`src/rtl/lfsr_prbs.sv`:
```
// lfsr_prbs: Fibonacci LFSR pattern generator plus an independent PRBS checker
// that runs on the same polynomial. Both sit in the i_clk domain.
//
// Optional build macro: LFSR_ERR_INJECT_EN adds i_inject, which inverts
// o_prbs_out for any cycle where i_inject and i_en are both high. The
// generator state is not affected.
//
// Ports
//   i_clk        rising-edge clock
//   i_rst_n      asynchronous active-low reset
//   i_en         generator advance enable
//   i_load       load i_seed_in into the generator (wins over i_en)
//   i_seed_in    seed value for i_load
//   o_state      generator state register
//   o_prbs_out   generator serial output, state MSB
//   o_lockup     one-cycle pulse when the all-zero state is recovered
//   i_inject     (LFSR_ERR_INJECT_EN only) invert o_prbs_out this cycle
//   i_rx_bit     checker input bit
//   i_rx_valid   i_rx_bit qualifier; the checker holds when low
//   i_clr_err    synchronous clear of o_err_count
//   o_synced     checker locked
//   o_err_pulse  one-cycle pulse per counted error
//   o_err_count  saturating error count
//
// Checker states
//   state    | meaning
//   S_HUNT   | shifting WIDTH received bits into the reference register
//   S_VERIFY | comparing received bits to the prediction, SYNC_LEN in a row
//   S_LOCKED | reference free-runs; mismatches are counted as errors

module lfsr_prbs #(
  parameter int unsigned       WIDTH    = 4,
  parameter logic [WIDTH-1:0]  TAPS     = 4'b1100,
  parameter logic [WIDTH-1:0]  SEED     = 4'b0001,
  parameter int unsigned       SYNC_LEN = 8,
  parameter int unsigned       LOSS_THR = 4,
  parameter int unsigned       ERR_W    = 16
) (
  input  logic             i_clk,
  input  logic             i_rst_n,
  input  logic             i_en,
  input  logic             i_load,
  input  logic [WIDTH-1:0] i_seed_in,
  output logic [WIDTH-1:0] o_state,
  output logic             o_prbs_out,
  output logic             o_lockup,
`ifdef LFSR_ERR_INJECT_EN
  input  logic             i_inject,
`endif
  input  logic             i_rx_bit,
  input  logic             i_rx_valid,
  input  logic             i_clr_err,
  output logic             o_synced,
  output logic             o_err_pulse,
  output logic [ERR_W-1:0] o_err_count
);

  localparam int unsigned FILL_W  = $clog2(WIDTH);
  localparam int unsigned MATCH_W = (SYNC_LEN > 1) ? $clog2(SYNC_LEN) : 1;
  localparam int unsigned MISS_W  = (LOSS_THR > 1) ? $clog2(LOSS_THR) : 1;

  typedef enum logic [1:0] {
    S_HUNT   = 2'd0,
    S_VERIFY = 2'd1,
    S_LOCKED = 2'd2
  } chk_state_t;

  function automatic logic f_fb(input logic [WIDTH-1:0] s);
    return ^(s & TAPS);
  endfunction

  function automatic logic [WIDTH-1:0] f_next(input logic [WIDTH-1:0] s);
    return {s[WIDTH-2:0], f_fb(s)};
  endfunction

  // ---------------- generator ----------------
  logic [WIDTH-1:0] r_state;
  logic             r_lockup;

  always_ff @(posedge i_clk or negedge i_rst_n) begin
    if (!i_rst_n) begin
      r_state  <= SEED;
      r_lockup <= 1'b0;
    end else begin
      r_lockup <= 1'b0;
      if (i_load) begin
        r_state <= i_seed_in;
      end else if (r_state == '0) begin
        r_state  <= SEED;
        r_lockup <= 1'b1;
      end else if (i_en) begin
        r_state <= f_next(r_state);
      end
    end
  end

  assign o_state  = r_state;
  assign o_lockup = r_lockup;

`ifdef LFSR_ERR_INJECT_EN
  assign o_prbs_out = r_state[WIDTH-1] ^ (i_inject & i_en);
`else
  assign o_prbs_out = r_state[WIDTH-1];
`endif

  // ---------------- checker ----------------
  chk_state_t         r_fsm;
  logic [WIDTH-1:0]   r_chk;
  logic [FILL_W-1:0]  r_fill;
  logic [MATCH_W-1:0] r_match;
  logic [MISS_W-1:0]  r_miss;
  logic               r_synced;
  logic               r_err_pulse;
  logic [ERR_W-1:0]   r_err_count;

  logic [WIDTH-1:0]   w_chk_shift;
  logic               w_pred;
  logic               w_miss;

  assign w_chk_shift = {r_chk[WIDTH-2:0], i_rx_bit};
  assign w_pred      = f_fb(r_chk);
  assign w_miss      = (i_rx_bit != w_pred);

  always_ff @(posedge i_clk or negedge i_rst_n) begin
    if (!i_rst_n) begin
      r_fsm       <= S_HUNT;
      r_chk       <= '0;
      r_fill      <= '0;
      r_match     <= '0;
      r_miss      <= '0;
      r_synced    <= 1'b0;
      r_err_pulse <= 1'b0;
      r_err_count <= '0;
    end else begin
      r_err_pulse <= 1'b0;
      if (i_clr_err) begin
        r_err_count <= '0;
      end
      if (i_rx_valid) begin
        case (r_fsm)
          S_HUNT: begin
            r_chk <= w_chk_shift;
            if (r_fill == FILL_W'(WIDTH - 1)) begin
              r_fill  <= '0;
              r_match <= '0;
              r_fsm   <= S_VERIFY;
            end else begin
              r_fill <= r_fill + 1'b1;
            end
          end
          S_VERIFY: begin
            r_chk <= w_chk_shift;
            // an all-zero reference would predict zeros forever
            if (w_miss || (w_chk_shift == '0)) begin
              r_fill <= '0;
              r_fsm  <= S_HUNT;
            end else if (r_match == MATCH_W'(SYNC_LEN - 1)) begin
              r_miss   <= '0;
              r_synced <= 1'b1;
              r_fsm    <= S_LOCKED;
            end else begin
              r_match <= r_match + 1'b1;
            end
          end
          S_LOCKED: begin
            r_chk <= f_next(r_chk);
            if (w_miss) begin
              // a clear in the same cycle wins and the error is dropped
              if (!i_clr_err) begin
                r_err_pulse <= 1'b1;
                if (r_err_count != '1) begin
                  r_err_count <= r_err_count + 1'b1;
                end
              end
              if (r_miss == MISS_W'(LOSS_THR - 1)) begin
                r_miss   <= '0;
                r_fill   <= '0;
                r_synced <= 1'b0;
                r_fsm    <= S_HUNT;
              end else begin
                r_miss <= r_miss + 1'b1;
              end
            end else begin
              r_miss <= '0;
            end
          end
          default: begin
            r_fsm <= S_HUNT;
          end
        endcase
      end
    end
  end

  assign o_synced    = r_synced;
  assign o_err_pulse = r_err_pulse;
  assign o_err_count = r_err_count;

endmodule

```
`config.mk`:
```
export PLATFORM = sky130hd
export DESIGN_NAME = lfsr_prbs
export DESIGN_NICKNAME = d
export VERILOG_FILES = /design/src/rtl/lfsr_prbs.sv
export SDC_FILE = /design/constraint.sdc
export NUM_CORES = 1
export LEC_CHECK = 0
export BUFFER_PORTS_ARGS = -buffer_cell sky130_fd_sc_hd__buf_2
export CORE_MARGIN = 10
export CORE_UTILIZATION = 25
export DETAILED_ROUTE_END_ITERATION = 16
export GPL_ROUTABILITY_DRIVEN = 1
export PLACE_DENSITY = 0.51
export SKIP_CTS_REPAIR_TIMING = 1
export SLEW_MARGIN = 5
export SYNTH_ARGS = -nofsm -noshare
export SYNTH_HDL_FRONTEND = slang
export SYNTH_SLANG_ARGS = --single-unit
```
`constraint.sdc`:
```
create_clock -name i_clk -period 3.6 [get_ports i_clk]
set_input_delay 0.54 -clock i_clk [delete_from_list [all_inputs] [get_ports i_clk]]
set_output_delay 0.54 -clock i_clk [all_outputs]
set_load 0.05 [all_outputs]
```
## Word level (Yosys, flattened, before mapping)

Cells that the tools add are included.

| word-level totals | value |
|---|---|
| bits in registers | 36 |
| input bits | 11 |
| output and inout bits | 24 |

| operators by class | value |
|---|---|
| $add $sub $neg | 4 |
| equal/unequal tests | 15 |
| muxes and demuxes | 39 |
| reductions and logical operators | 18 |

Operator list:

| kind | number |
|---|---|
| two-way mux 16 bit | 6 |
| two-way mux 2 bit | 11 |
| adder 16 x 1 -> 16 bit (second input constant) | 1 |
| != test 16 bit (second input constant) | 1 |
| AND reduction 5 bit | 3 |
| != test 2 bit (second input constant) | 7 |
| two-way mux 4 bit | 3 |
| one-hot mux 2 bit (3 select lines) | 2 |
| two-way mux 1 bit | 10 |
| two-way mux 3 bit | 3 |
| logical NOT 4 bit | 2 |
| one-hot mux 4 bit (2 select lines) | 1 |
| XOR reduction 4 bit | 2 |
| == test 2 bit (second input constant) | 3 |
| one-hot mux 3 bit (2 select lines) | 1 |
| AND reduction 6 bit | 1 |
| nonzero test 2 bit | 3 |
| nonzero test 3 bit | 2 |
| adder 2 x 1 -> 2 bit (second input constant) | 2 |
| one-hot mux 2 bit (2 select lines) | 1 |
| AND reduction 4 bit | 1 |
| adder 3 x 1 -> 3 bit (second input constant) | 1 |
| == test 3 bit (second input constant) | 1 |
| != test 3 bit (second input constant) | 1 |
| other kinds (7) | 7 |

## Longest topological paths before layout

| logic depth | value |
|---|---|
| depth after elaboration | 6 |
| depth in mapped cells | 7 |
| depth with buffers taken out | 6 |

## Worst setup path after synthesis

Ideal clock, no wire load.

| timing | value |
|---|---|
| path type | register -> register |
| start | reg r_err_count[0] (netlist: o_err_count[0]) |
| end | reg r_err_count[6] (netlist: o_err_count[6]) |
| data arrival time | 2.111 ns |
| data required time | 3.475 ns |
| path slack | 1.364 ns |
| stages on the path, launching flop included | 7 |
| path buffers | 1 |
| period minus slack after synthesis | 2.236 ns |
| cell sequence | dfrtp_1 ha_1 nand3_1 nor4_1 buf_2 nor4_1 mux2_2 |

| on the way | value |
|---|---|
| word-level cells in the longest chain between the ends | 6 |

Ends and longest elaborated chain:

| element | line | RTL |
|---|---|---|
| start, declared | 114 | `logic [ERR_W-1:0] r_err_count;` |
| start signal, assigned | 172 | `r_err_count <= r_err_count + 1'b1;` |
| adder 16 x 1 -> 16 bit or != test 16 bit (tied branches) | 172, 171 |  |
| two-way mux 16 bit (*) | 171 | `if (r_err_count != '1) begin` |
| two-way mux 16 bit (*) | 169 | `if (!i_clr_err) begin` |
| two-way mux 16 bit (*) | 167 | `if (w_miss) begin` |
| two-way mux 16 bit (*) | 140 | `case (r_fsm)` |
| two-way mux 16 bit (*) | 139 | `if (i_rx_valid) begin` |

Mark *: on every way between the ends. The rest lies on a longest branch, timed or not.
A chain may end at the register's enable or synchronous reset.

## Final worst setup path

| timing | value |
|---|---|
| start | reg r_fsm[0] |
| end | reg r_err_count[9] (netlist: o_err_count[9]) |

| on the way | value |
|---|---|
| word-level cells in the longest chain between the ends | 3 |

Ends and longest elaborated chain:

| element | line | RTL |
|---|---|---|
| start, declared | 107 | `chk_state_t r_fsm;` |
| start signal, assigned | 126 | `r_fsm <= S_HUNT;` |
| start signal, assigned | 146 | `r_fsm <= S_VERIFY;` |
| start signal, assigned | 156 | `r_fsm <= S_HUNT;` |
| == test 2 bit | 140 |  |
| two-way mux 16 bit | 140 |  |
| two-way mux 16 bit | 139 |  |

No other way between the ends.

==> metrics.cfg <==
[cells_and_area]
n_antenna_cell=0
utilization_pct=30.1
instances_no_fill=350
fillCellCount=870
area.growth.synth_to_final_pct=16.7
drive_above_1_share_pct=25.7
final-seq-area_um2=902
final_common_cell=sky130_fd_sc_hd__dfrtp_1
multiInputGateArea_mm2=0.00114
finish.net_count=265
layout_common_cells=35 x sky130_fd_sc_hd__dfrtp_1, 34 x sky130_fd_sc_hd__buf_2, 19 x sky130_fd_sc_hd__a21oi_1

[timing]
finalMaxSlewViolations=0
final-setup-viol-count=0
report.final.hold_viol_count=0
max_clock_freq_mhz=467
worst-slew-pin-transition_ns=0.854
final.setup_skew_ns=0.00531
post_layout_minimum_cycle_time_ns=2.14
min_period_over_period_pct=59.5
relSlewSlack_pct=43.1
setup-tns-final_ns=0
grt_setup_unrepaired=no

[logic_synthesis]
post_synth.cell_area_avg_um2=10.1
syn-num-nets=232
synth_enable_flop_cells=0
synth.cell_area_mm2=0.00213
synthCells=211
ys_seq_elements=36
ys.warnings.count=0
synth.distinct_cells=52
post_synth_arst_share_pct=100
synth-main-ff-cell=sky130_fd_sc_hd__dfrtp_1
synth.yosys.seq_area_share_pct=42.3

[clock_network]
numCtsBuffers=5
tritoncts_clock_tree=yes
cts.reportedPaths.clkPinSlew_ns=0.08
cts-root-to-sink-buffers=2
clkLatencyLatePin_ns=0.29
clock_sink_count=36
max_h_tree_level=2
clock_tree.root_cell=sky130_fd_sc_hd__clkbuf_8

[grt]
globalRouteTotalUtil_pct=8.12
first_global_vias=1751
maximum_number_of_pins_on_one_net_before_global_route_repair=37
grt_antenna_before_repair=0
grt.overflow.total=0
first_pass_grt_wire_length_um=8600

[floorplan]
placeableCoreArea_mm2=0.00826
dieWidth_um=112
i_o_pins=35
placementRows=33
die_h_um=112
die_area_mm2=0.0126
initial_utilization_pct=25.8

[critical_path]
r2r_setup_slack_ns=1.46
start_kind=flop
path_buf_inv=1
path_cells=inv_1 > ha_1 > nand2_1 > nand4b_4 > or4_1 > a21oi_1
timing.reg2reg.worst_path_depth=6
r2r_end=o_err_count[9]
worst_path_dominant_cell_family=simple AND/OR/NAND/NOR gates
slowest_delay_ns=0.49
crit_path_top_delay_cell=sky130_fd_sc_hd__or4_1
cp_max_fo=10
crit_arrival_ns=2.36
cp-end-kind=flop
timing.critical_path.required_ns=3.81
worst_r2r_startpoint=r_fsm[0]
worst-setup-path-type=reg2reg

[run]
drv_cap=0

[drt]
routed_via_density=4.98
wire_per_inst_um=14.4
post-route-drc-count=0
antenna_violating_nets_post_route=0
via_count=1743
drt_pass1_iterations=4
detail_route.wirelength_um=5050
initialDrtViolationCount=66

[status]
outcome=finished, final reports clean

[place]
detailedPlacementHpwl_um=3640
port_buffers=34
placer_congestion=0.781
numPlacedInstances=342

[power_and_ir_drop]
total_leakage_power_nw=1.11
vdd_drop_max_mv=0.157
power-per-cell-area_mw_per_mm2=485

[hold_path]
hold_path_class=in2async

[cells by family (layout without fill, tap and decap cells)]
kind of cell | after synthesis | count (layout) | share of synthesized area [%]
AND/OR/NAND/NOR | 79 | 79 | 23.8
AO/OA/AOI/OAI | 51 | 51 | 15.7
flip-flops | 36 | 36 | 42.3
buffers and inverters | 20 | 54 | 4.05
multiplexers | 13 | 13 | 6.58
adder cells (fa/ha/maj) | 10 | 10 | 5.87
XOR/XNOR | 2 | 2 | 1.70
[worst max-delay path by stage]
stage / startpoint / to / slack, ns / depth (start not counted)
2_1_floorplan: o_err_count[0] / o_err_count[6] / 1.36 / 6
3_3_place_gp: i_rx_bit / o_err_count[6] / 1.37 / 5
3_5_place_dp: i_rx_bit / o_err_count[6] / 1.35 / 5
4_1_cts: r_fsm[0] / o_err_count[9] / 1.45 / 6
5_1_grt: r_fsm[0] / o_err_count[9] / 1.30 / 6
6_report: r_fsm[0] / o_err_count[9] / 1.46 / 6
[layout make-up]
class	count	share of cell area, %
Sequential cell	36	36.3
Clock buffer	6	3.32
Clock inverter	2	0.402
Timing Repair Buffer	35	7.14
Inverter	11	1.66
Multi-Input combinational cell	155	45.9
Tap cell	105	5.28
[Yosys cell counts (2+ instances only)]
cell | instances | share of area (%)
sky130_fd_sc_hd__buf_2 | 3 | 0.70
sky130_fd_sc_hd__mux2_2 | 8 | 4.2
sky130_fd_sc_hd__o21ai_0 | 7 | 1.6
sky130_fd_sc_hd__buf_4 | 2 | 0.70
sky130_fd_sc_hd__o21bai_1 | 2 | 0.70
sky130_fd_sc_hd__and2_1 | 2 | 0.59
sky130_fd_sc_hd__nand4_1 | 4 | 1.2
sky130_fd_sc_hd__nand3_1 | 6 | 1.4
sky130_fd_sc_hd__or3_1 | 2 | 0.59
sky130_fd_sc_hd__inv_1 | 11 | 1.9
sky130_fd_sc_hd__mux2i_1 | 5 | 2.3
sky130_fd_sc_hd__dfrtp_1 | 35 | 41
sky130_fd_sc_hd__nor3_1 | 8 | 1.9
sky130_fd_sc_hd__clkbuf_1 | 3 | 0.53
sky130_fd_sc_hd__nor2_1 | 6 | 1.1
sky130_fd_sc_hd__o31a_1 | 2 | 0.82
sky130_fd_sc_hd__a21oi_1 | 19 | 4.5
sky130_fd_sc_hd__nor4_1 | 2 | 0.59
sky130_fd_sc_hd__or4_1 | 11 | 3.9
sky130_fd_sc_hd__a22oi_1 | 2 | 0.70
sky130_fd_sc_hd__o31ai_1 | 10 | 3.5
sky130_fd_sc_hd__a311oi_1 | 3 | 1.2
sky130_fd_sc_hd__nand2_1 | 16 | 2.8
sky130_fd_sc_hd__nor2b_1 | 5 | 1.5
sky130_fd_sc_hd__ha_1 | 10 | 5.9
[metrics by stage]
stage                     area [µm²]  setup WS (ns)  hold WS, ns  power, W
final                           2490           1.46        0.356   0.00121
after global routing            2490           1.30        0.438   0.00130
after CTS                       2490           1.45        0.392   0.00123
after detailed placement        2390           1.35        0.489  0.000915
after global placement          2390           1.37        0.477  0.000903
after floorplan                 2130           1.36        0.244  0.000828
[report_power, final]
group	total, W	internal, W	switching, W
Clock	0.000306	0.000153	0.000153
Sequential	0.000518	0.000463	0.0000556
Combinational	0.000381	0.000159	0.000222
[metal layers]
metal  global-route usage, %  vias to the layer above  wire (µm)
met5                       0                        -          0
met4                    3.47                        0         46
met3                    2.66                        2        277
met2                    13.0                       31       2390
met1                    9.74                      846       2340
li1                        -                      864          -
[registers in the layout, summed over array words and instances, names as in the netlist, 2 cells and up]
signal       flops
r_miss           2
o_err_count     16
o_state          4
r_fill           2
r_match          3
r_fsm            2
r_chk            4
(Power assumes the default switching activity.)
